### src/rtl/rf_tile4x4_if.sv
// rf_tile4x4 host bus: load/compute control, operand slot data, results.
// master = host (drives enable/write/idx/d*), slave = tile (drives y*/done).
interface rf_tile4x4_if #(
    parameter int WIDTH = 8,
    parameter int ACC_W = 2 * WIDTH + 2
);
    logic             enable;
    logic             write;
    logic [1:0]       idx;
    logic [WIDTH-1:0] d0, d1, d2, d3;
    logic [WIDTH-1:0] d4, d5, d6, d7;
    logic [ACC_W-1:0] y0, y1, y2, y3;
    logic [ACC_W-1:0] y4, y5, y6, y7;
    logic [ACC_W-1:0] y8, y9, y10, y11;
    logic [ACC_W-1:0] y12, y13, y14, y15;
    logic             done;

    modport master (
        output enable, write, idx,
        output d0, d1, d2, d3, d4, d5, d6, d7,
        input  y0, y1, y2, y3, y4, y5, y6, y7,
        input  y8, y9, y10, y11, y12, y13, y14, y15,
        input  done
    );

    modport slave (
        input  enable, write, idx,
        input  d0, d1, d2, d3, d4, d5, d6, d7,
        output y0, y1, y2, y3, y4, y5, y6, y7,
        output y8, y9, y10, y11, y12, y13, y14, y15,
        output done
    );
endinterface

### src/rtl/rf_tile4x4.sv
// Operand register file + 4x4 output-stationary systolic MAC tile (C = A x B).
// Ports: clk, reset (async active-low), bus (slave: load/compute in, y/done out).
module rf_tile4x4 #(
    parameter int WIDTH = 8,
    parameter int ACC_W = 2 * WIDTH + 2
) (
    input  logic         clk,
    input  logic         reset,
    rf_tile4x4_if.slave  bus
);
    logic [WIDTH-1:0] A_q [4][4];
    logic [WIDTH-1:0] B_q [4][4];
    logic [WIDTH-1:0] a_q [4][4];
    logic [WIDTH-1:0] b_q [4][4];
    logic [WIDTH-1:0] a_d [4][4];
    logic [WIDTH-1:0] b_d [4][4];
    logic [ACC_W-1:0] acc_q [4][4];
    logic [ACC_W-1:0] acc_d [4][4];
    logic [WIDTH-1:0] ea [4];
    logic [WIDTH-1:0] eb [4];
    logic [WIDTH-1:0] d [8];
    logic [3:0]       t_q;
    logic             done_q;

    assign d[0] = bus.d0;
    assign d[1] = bus.d1;
    assign d[2] = bus.d2;
    assign d[3] = bus.d3;
    assign d[4] = bus.d4;
    assign d[5] = bus.d5;
    assign d[6] = bus.d6;
    assign d[7] = bus.d7;

    // Skewed edge feed: row i gets A[i][t-i], column j gets B[t-j][j],
    // zero whenever the index falls outside 0..3.
    always_comb begin
        for (int i = 0; i < 4; i++) begin
            ea[i] = '0;
            eb[i] = '0;
            for (int k = 0; k < 4; k++) begin
                if (t_q == 4'(i + k)) begin
                    ea[i] = A_q[i][k];
                    eb[i] = B_q[k][i];
                end
            end
        end
    end

    // a travels right and b travels down, one register per PE hop.
    always_comb begin
        for (int i = 0; i < 4; i++) begin
            a_d[i][0] = ea[i];
            b_d[0][i] = eb[i];
            for (int j = 1; j < 4; j++) begin
                a_d[i][j] = a_q[i][j-1];
                b_d[j][i] = b_q[j-1][i];
            end
        end
        for (int i = 0; i < 4; i++) begin
            for (int j = 0; j < 4; j++) begin
                acc_d[i][j] = acc_q[i][j]
                            + ACC_W'(a_d[i][j]) * ACC_W'(b_d[i][j]);
            end
        end
    end

    always_ff @(posedge clk or negedge reset) begin
        if (!reset) begin
            for (int i = 0; i < 4; i++) begin
                for (int j = 0; j < 4; j++) begin
                    A_q[i][j]   <= '0;
                    B_q[i][j]   <= '0;
                    a_q[i][j]   <= '0;
                    b_q[i][j]   <= '0;
                    acc_q[i][j] <= '0;
                end
            end
            t_q    <= '0;
            done_q <= 1'b0;
        end else if (bus.enable) begin
            if (bus.write) begin
                // Load also flushes the pipeline so an aborted run
                // leaves no stale operands behind.
                for (int c = 0; c < 4; c++) begin
                    A_q[bus.idx][c] <= d[c];
                    B_q[c][bus.idx] <= d[4+c];
                end
                for (int i = 0; i < 4; i++) begin
                    for (int j = 0; j < 4; j++) begin
                        a_q[i][j]   <= '0;
                        b_q[i][j]   <= '0;
                        acc_q[i][j] <= '0;
                    end
                end
                t_q    <= '0;
                done_q <= 1'b0;
            end else if (!done_q) begin
                a_q   <= a_d;
                b_q   <= b_d;
                acc_q <= acc_d;
                if (t_q == 4'd9) begin
                    done_q <= 1'b1;
                end else begin
                    t_q <= t_q + 4'd1;
                end
            end
        end
    end

    assign bus.y0   = acc_q[0][0];
    assign bus.y1   = acc_q[0][1];
    assign bus.y2   = acc_q[0][2];
    assign bus.y3   = acc_q[0][3];
    assign bus.y4   = acc_q[1][0];
    assign bus.y5   = acc_q[1][1];
    assign bus.y6   = acc_q[1][2];
    assign bus.y7   = acc_q[1][3];
    assign bus.y8   = acc_q[2][0];
    assign bus.y9   = acc_q[2][1];
    assign bus.y10  = acc_q[2][2];
    assign bus.y11  = acc_q[2][3];
    assign bus.y12  = acc_q[3][0];
    assign bus.y13  = acc_q[3][1];
    assign bus.y14  = acc_q[3][2];
    assign bus.y15  = acc_q[3][3];
    assign bus.done = done_q;
endmodule

### src/flat_wrapper.sv
// flat-port wrapper written by rule: the top's interface ports become plain ports
module rf_tile4x4_flat 
#(
    parameter int WIDTH = 8,
    parameter int ACC_W = 2 * WIDTH + 2
)
  (clk, reset, bus_enable, bus_write, bus_idx, bus_d0, bus_d1, bus_d2, bus_d3, bus_d4, bus_d5, bus_d6, bus_d7, bus_y0, bus_y1, bus_y2, bus_y3, bus_y4, bus_y5, bus_y6, bus_y7, bus_y8, bus_y9, bus_y10, bus_y11, bus_y12, bus_y13, bus_y14, bus_y15, bus_done);
  rf_tile4x4_if #(.WIDTH(WIDTH), .ACC_W(ACC_W)) bus_i ();
  input  logic clk;
  input  logic reset;
  input wire logic [$bits(bus_i.enable)-1:0] bus_enable;
  input wire logic [$bits(bus_i.write)-1:0] bus_write;
  input wire logic [$bits(bus_i.idx)-1:0] bus_idx;
  input wire logic [$bits(bus_i.d0)-1:0] bus_d0;
  input wire logic [$bits(bus_i.d1)-1:0] bus_d1;
  input wire logic [$bits(bus_i.d2)-1:0] bus_d2;
  input wire logic [$bits(bus_i.d3)-1:0] bus_d3;
  input wire logic [$bits(bus_i.d4)-1:0] bus_d4;
  input wire logic [$bits(bus_i.d5)-1:0] bus_d5;
  input wire logic [$bits(bus_i.d6)-1:0] bus_d6;
  input wire logic [$bits(bus_i.d7)-1:0] bus_d7;
  output wire logic [$bits(bus_i.y0)-1:0] bus_y0;
  output wire logic [$bits(bus_i.y1)-1:0] bus_y1;
  output wire logic [$bits(bus_i.y2)-1:0] bus_y2;
  output wire logic [$bits(bus_i.y3)-1:0] bus_y3;
  output wire logic [$bits(bus_i.y4)-1:0] bus_y4;
  output wire logic [$bits(bus_i.y5)-1:0] bus_y5;
  output wire logic [$bits(bus_i.y6)-1:0] bus_y6;
  output wire logic [$bits(bus_i.y7)-1:0] bus_y7;
  output wire logic [$bits(bus_i.y8)-1:0] bus_y8;
  output wire logic [$bits(bus_i.y9)-1:0] bus_y9;
  output wire logic [$bits(bus_i.y10)-1:0] bus_y10;
  output wire logic [$bits(bus_i.y11)-1:0] bus_y11;
  output wire logic [$bits(bus_i.y12)-1:0] bus_y12;
  output wire logic [$bits(bus_i.y13)-1:0] bus_y13;
  output wire logic [$bits(bus_i.y14)-1:0] bus_y14;
  output wire logic [$bits(bus_i.y15)-1:0] bus_y15;
  output wire logic [$bits(bus_i.done)-1:0] bus_done;
  assign bus_i.enable = bus_enable;
  assign bus_i.write = bus_write;
  assign bus_i.idx = bus_idx;
  assign bus_i.d0 = bus_d0;
  assign bus_i.d1 = bus_d1;
  assign bus_i.d2 = bus_d2;
  assign bus_i.d3 = bus_d3;
  assign bus_i.d4 = bus_d4;
  assign bus_i.d5 = bus_d5;
  assign bus_i.d6 = bus_d6;
  assign bus_i.d7 = bus_d7;
  assign bus_y0 = bus_i.y0;
  assign bus_y1 = bus_i.y1;
  assign bus_y2 = bus_i.y2;
  assign bus_y3 = bus_i.y3;
  assign bus_y4 = bus_i.y4;
  assign bus_y5 = bus_i.y5;
  assign bus_y6 = bus_i.y6;
  assign bus_y7 = bus_i.y7;
  assign bus_y8 = bus_i.y8;
  assign bus_y9 = bus_i.y9;
  assign bus_y10 = bus_i.y10;
  assign bus_y11 = bus_i.y11;
  assign bus_y12 = bus_i.y12;
  assign bus_y13 = bus_i.y13;
  assign bus_y14 = bus_i.y14;
  assign bus_y15 = bus_i.y15;
  assign bus_done = bus_i.done;
  rf_tile4x4 #(.WIDTH(WIDTH), .ACC_W(ACC_W)) u_core (.clk(clk), .reset(reset), .bus(bus_i));
endmodule
### config.mk
export PLATFORM = sky130hd
export DESIGN_NAME = rf_tile4x4_flat
export DESIGN_NICKNAME = d
export VERILOG_FILES = /design/src/rtl/rf_tile4x4_if.sv /design/src/rtl/rf_tile4x4.sv /design/src/flat_wrapper.sv
export SDC_FILE = /design/constraint.sdc
export NUM_CORES = 2
export LEC_CHECK = 0
export ABC_AREA = 1
export CORE_UTILIZATION = 41
export CTS_CLUSTER_SIZE = 40
export DETAILED_ROUTE_END_ITERATION = 10
export GPL_TIMING_DRIVEN = 1
export HOLD_SLACK_MARGIN = 0.06
export SLEW_MARGIN = 40
export SYNTH_ARGS = -nofsm -noshare
export SYNTH_HDL_FRONTEND = slang
export SYNTH_SLANG_ARGS = --single-unit
### constraint.sdc
create_clock -name clk -period 6.4 [get_ports clk]
set_input_delay 1.28 -clock clk [delete_from_list [all_inputs] [get_ports clk]]
set_output_delay 1.28 -clock clk [all_outputs]
set_load 0.005 [all_outputs]
Word level (Yosys, flattened, before mapping)

Index checks and enable logic that the tools add are counted.

Flip-flop bits (word level): 741
Memory bits (read-only): 0
Memories: 0
Bits in latches: 0
RAM bits: 0

Multiplexer cells: 62
Reduce and logical (&&, ||, !) cells: 5
Divide/modulo/power cells: 0
Magnitude comparators: 2
Shift-type cells: 0
Multiply operators: 16
Add/sub/neg operators: 17
Eq/ne operators: 9
Bitwise gates (word level): 1

Operators by type and width:

| operator                                                             | count |
|---|---|
| 288-bit 2-to-1 mux                                                   | 2 |
| 128-bit bitwise mux                                                  | 4 |
| 128-bit 2-to-1 mux                                                   | 4 |
| 18-bit by 16-bit adder with 18-bit output                            | 16 |
| 8-bit 2-to-1 mux                                                     | 34 |
| 32-bit demux with 2-bit select                                       | 4 |
| 8-bit by 8-bit multiplier with 16-bit output                         | 16 |
| 32-bit bitwise mux                                                   | 4 |
| 32-bit 2-to-1 mux                                                    | 1 |
| 24-bit 2-to-1 mux                                                    | 1 |
| 8-bit demux with 2-bit select                                        | 1 |
| 16-bit 2-to-1 mux                                                    | 1 |
| 4-bit by 3-bit == test with 1-bit output, second input constant      | 3 |
| 4-bit 2-to-1 mux                                                     | 3 |
| 4-bit by 2-bit == test with 1-bit output, second input constant      | 2 |
| 4-bit by 1-bit adder with 4-bit output, second input constant        | 1 |
| 4-bit by 1-bit == test with 1-bit output, second input constant      | 1 |
| 4-bit == test, second input constant                                 | 1 |
| 4-bit zero test                                                      | 1 |
| 2-bit != test, second input constant                                 | 2 |
| 2-bit AND reduction                                                  | 2 |
| 3-bit >= comparator, second input constant                           | 1 |
| 3-bit by 1-bit < comparator with 1-bit output, second input constant | 1 |
| 1-bit 2-to-1 mux                                                     | 3 |
| other kinds (3)                                                      | 3 |

Logic depth before layout (Yosys ltp)

Depth after elaboration: 9
Depth in mapped cells: 29
Depth with buffers taken out: 28

Least setup slack after synthesis

No wires, ideal clock.

Path kind: register to register
From: register u_core.t_q[1]
To: register u_core.acc_q, in the netlist u_core.bus.y0[17]
Period minus slack after synthesis: 4799 ps
Setup slack: 1601 ps
Arrival: 4682 ps
Path buffers: 1
Required time: 6283 ps
Cell stages (with the launch flop): 28
Cell sequence: dfrtp_1 > inv_1 > ha_1 > clkinv_1 > nor2_4 > buf_4 > nand2_1 > nand3_1 > nand3_1 > nand2_1 > nand2_1 > fa_1 > inv_1 > fa_1 > fa_1 > inv_1 > fa_1 > inv_1 > ha_1 > nand2_1 > nor2_1 > nand2_1 > nand3_1 > nand2_1 > nand2_1 > nand2_1 > nand3_1 > nand2_1

Cells in the longest elaborated chain, start to end: 9
Elaborated cells between the ends (all ways): 16
Those cells by class: add/sub (1); mul (1); eq/ne (3); mux (10); reduce/logical (1)

Ends and longest elaborated chain:

| item                                           | line              | source |
|---|---|---|
| start, declared                                | rf_tile4x4.sv:22  | `logic [3:0] t_q;` |
| start signal, assigned                         | rf_tile4x4.sv:104 | `t_q <= t_q + 4'd1;` |
| 4-bit zero test                                | rf_tile4x4.sv:41  | `if (t_q == 4'(i + k)) begin` |
| 8-bit 2-to-1 mux (4 in a row)                  | rf_tile4x4.sv:41  |  |
| 8-bit by 8-bit multiplier with 16-bit output * | rf_tile4x4.sv:62  | `+ ACC_W'(a_d[i][j]) * ACC_W'(b_d[i][j]);` |
| 18-bit by 16-bit adder with 18-bit output *    | rf_tile4x4.sv:62  |  |
| 288-bit 2-to-1 mux *                           | rf_tile4x4.sv:97  | `end else if (!done_q) begin` |
| 288-bit 2-to-1 mux *                           | rf_tile4x4.sv:81  | `if (bus.write) begin` |
| end signal, assigned by index                  | rf_tile4x4.sv:75  | `acc_q[i][j] <= '0;` |
| end signal, assigned by index                  | rf_tile4x4.sv:92  | `acc_q[i][j] <= '0;` |
| end signal, assigned                           | rf_tile4x4.sv:100 | `acc_q <= acc_d;` |
| end, declared                                  | rf_tile4x4.sv:17  | `logic [ACC_W-1:0] acc_q [4][4];` |

Mark *: on every way between the ends. The rest lies on a longest branch, timed or not. The select of a mux whose other input is x is not followed.
A chain may end at the register's enable or synchronous reset.

Worst setup path in the final report

From: register u_core.t_q[0]
To: register u_core.acc_q, in the netlist u_core.bus.y4[11]

Cells in the longest elaborated chain, start to end: 9
Elaborated cells between the ends (all ways): 12
Those cells by class: add/sub (1); mul (1); eq/ne (4); mux (6)

Ends and longest elaborated chain:

| item                                           | line |
|---|---|
| 4-bit by 1-bit == test with 1-bit output       | rf_tile4x4.sv:41 |
| 8-bit 2-to-1 mux (3 in a row)                  | rf_tile4x4.sv:41 |
| 8-bit 2-to-1 mux *                             | rf_tile4x4.sv:41 |
| 8-bit by 8-bit multiplier with 16-bit output * | rf_tile4x4.sv:62 |
| 18-bit by 16-bit adder with 18-bit output *    | rf_tile4x4.sv:62 |
| 288-bit 2-to-1 mux *                           | rf_tile4x4.sv:97 |
| 288-bit 2-to-1 mux *                           | rf_tile4x4.sv:81 |

Marks and branches as above.

==> summary.md <==
| Metric | Value |
|---|---|
| Cell chain of the critical path | `inv_1, ha_1, nand3_1, inv_2, nand2_1, nand2_1, nand2_1, fa_1, inv_1, fa_1, fa_1, inv_1, fa_1, inv_1, ha_1, nand2_1, inv_1, nand2_1, nand3_1, nand2_1, nand2_1, o21ai_0` |
| TritonRoute pass-1 iters | `6` |
| Number of I/O pins | `around 360` |
| WL final | `227000 um` |
| Final total power | `roughly 15 mW` |
| Critical path endpoint category | `flip-flop` |
| Yosys cell types | `36` |
| Max-slew violation count | `0` |
| Largest net degree at the start of global routing | `~150` |
| Cell mode on critical path | `nand2_1` |
| Max Cap Viol | `0` |
| Minimum clock period | `a little over 6 ns` |
| Synth top area share | `25.0%` |
| Reg-to-Reg End | `u_core.bus.y4[11]` |
| FF+latch area | `~19000 um2` |
| RSZ-0062 raised after global routing | `yes` |
| Slack of the critical path | `~0.35 ns` |
| Placed cell areas | `~80000 um2` |
| Actual slew at the worst max-slew pin | `approximately 0.93 ns` |
| Via density | `~5` |
| Peak VDD IR | `0.228 mV` |
| Initial antenna violation count | `6` |
| Status | `complete, no violations` |
| Clock Latency Late Sink | `slightly below 0.8 ns` |
| Die area | `182000 um2` |
| Vias in the first global route | `approximately 62000` |
| Critical Path RT | `7.03 ns` |
| Area of the multi-input gates | `between 40000 and 50000 um2` |
| RD Place Congestion | `between 0.9 and 1` |
| Synth top area cells | `dfrtp_1 (25%), fa_1 (22%), nand2_1 (15%)` |
| Lkg Pwr | `around 47 nW` |
| Final setup vio count | `0` |
| Sequential fraction of the synthesis area | `about a quarter` |
| Placed Instances | `12200` |
| First-pass GRT wire length | `359000 um` |
| Warnings from Yosys | `0` |
| Routed len/inst | `18.3 um` |
| Clk root buf | `clkbuf_16` |
| Clock skew | `0.0768 ns` |
| Synth Area per Inst | `7.55 um2` |
| DR iter-0 viols | `a little over 4000` |
| Initial Utilization | `between 40 and 50%` |
| Final Cycle Share | `between 90% and 100%` |
| Slew HR | `between 30% and 40%` |
| Post-layout instance area | `83300 um2` |
| Layout cells sized above 1 | `2.86%` |
| Final setup TNS | `0 ns` |
| HPWL after detailed placement | `approximately 180000 um` |
| Post-synth EDFFs | `0` |
| Post-Route Utilization | `~47%` |
| FMAX | `approximately 170 MHz` |
| Critical Path Source Type | `flip-flop` |
| Cell at the slowest stage of the critical path | `inv_2` |
| Final std cells w/o fill | `12400` |
| CP max FO | `32` |
| Hold WS | `between 0.3 and 0.4 ns` |
| Total track usage | `about a quarter` |
| Hold_buf cts | `0` |
| Worst reg2reg path depth | `22` |
| CTS Sinks | `741` |
| Fill cells | `17900` |
| DRC violation count after routing | `0` |
| Area growth, synth to finish | `12.4%` |
| Place WS | `~0.45 ns` |
| CP Data Arrival Time | `between 6 and 7 ns` |
| R2R setup slack | `around 0.35 ns` |
| Post-Synthesis Cells | `9815` |
| Hold Path Class | `primary input to asynchronous set/reset pin` |
| Critical path class | `flip-flop to flip-flop` |
| Cell taking the most area after synthesis | `dfrtp_1` |
| CTS tree | `built` |
| Postcts setup bufs | `0` |
| Area of the mapped netlist | `74100 um2` |
| H-tree lvl count | `3` |
| NumNets Final | `about 11000` |
| Antenna Violating Nets Remaining | `0` |
| CP peak stage delay | `~0.75 ns` |
| Core ar. | `roughly 180000 um2` |
| Port Buf Inserts | `about 360` |
| CTS Buf Count | `93` |
| Clock transition at path regs | `about 0.070 ns` |
| Seq cells post-synth | `about 740` |
| CTS resizes | `0` |
| Ys flop type | `dfrtp_1` |
| Die Ht | `around 430 um` |
| PD cells | `roughly 170 nW/um2` |
| Die W | `427 um` |
| GRT Residual Overflow | `0` |
| Clock buffer depth | `3` |
| Synthesized net count | `roughly 11000` |
| Via count | `60900` |
| Worst R2R Start | `u_core.t_q[0]` |
| Num rows | `155` |
| Final Hold Fails | `0` |
| Asr flop ratio synth | `100%` |
-- report_power, final --
part | switching (mW) | internal (mW) | leakage, nW
logic | 2.17 | 0.989 | 35.8
registers | 0.374 | 5.09 | 9.95
clock network | 2.45 | 3.44 | 1.65
-- metal layers --
metal  wire (um)  global-route usage, %  vias to the layer above
met5          23                      0                        -
met4       10200                   10.7                        4
met3       10600                   3.07                      336
met2      110000                   43.4                     1485
met1       95600                   32.3                    29600
li1            -                      -                    29500
-- cells in the mapped netlist (all sizes together), types with 3 or more instances --
cell type / n
a21oi: 256
a22o: 16
and2: 64
buf: 96
clkbuf: 256
dfrtp: 741
fa: 800
ha: 644
inv: 2467
nand2: 2883
nand3: 441
nand3b: 32
nand4: 48
nor2: 332
nor3: 3
o21ai: 593
o21bai: 9
o22ai: 67
or2: 32
xnor2: 14
xor2: 17
-- cell families after synthesis --
| logic type | share of synthesized area, % |
|---|---|
| AO/OA/AOI/OAI | 6.69 |
| AND/OR/NAND/NOR | 20.9 |
| XOR/XNOR | 0.367 |
| flip-flops | 25.0 |
| adder cells (fa/ha/maj) | 32.5 |
| buffers and inverters | 14.5 |
-- area by class of cell --
cell class / count / area share, %
Clock inverter: 49 / 0.915
Sequential cell: 741 / 22.3
Tap cell: 2355 / 3.54
Timing Repair Buffer: 408 / 5.06
Clock buffer: 123 / 3.15
Multi-Input combinational cell: 6253 / 53.9
Inverter: 2469 / 11.1
Antenna cell: 1 / 0.00301
-- cell usage in the layout (no fill, tap or decap), drive strengths merged --
cell type	count
clkinvlp	4
inv	2470
ha	644
xor2	17
o22ai	67
xnor2	14
diode	1
and2	64
nand3	441
nand3b	32
dfrtp	741
buf	51
o211ai	2
clkinv	31
or2	32
clkbuf	123
o21bai	9
bufinv	13
clkdlybuf4s50	357
o21ai	593
nor3	3
fa	800
nand2	2883
a21oi	256
nand4	48
a22o	16
nor2	332
-- worst max-delay path: cells and delay by family (launching register included) --
| family | cells | cell delay (ns) |
|---|---|---|
| fa+ha+maj | 6 | 2.55 |
| flops | 1 | 0.40 |
| simple gates | 9 | 1.55 |
| compound gates | 1 | 0.23 |
| buf+inv | 6 | 1.09 |
-- worst max path at each step --
stage             startpoint                 to
3_5_place_dp   u_core.t_q[0]   u_core.bus.y0[9]
5_1_grt        u_core.t_q[0]  u_core.bus.y4[17]
6_report       u_core.t_q[0]  u_core.bus.y4[11]
3_3_place_gp   u_core.t_q[1]   u_core.bus.y0[9]
2_1_floorplan  u_core.t_q[1]  u_core.bus.y0[17]
4_1_cts        u_core.t_q[1]  u_core.bus.y0[17]
-- sequential cells by signal, summed over array words and instances, names as in the netlist, 96 cells and up --
| name | flops |
|---|---|
| u_core.a_d | 96 |
| u_core.B_q | 128 |
| u_core.b_d | 96 |
| u_core.A_q | 128 |
(Power assumes the default switching activity.)
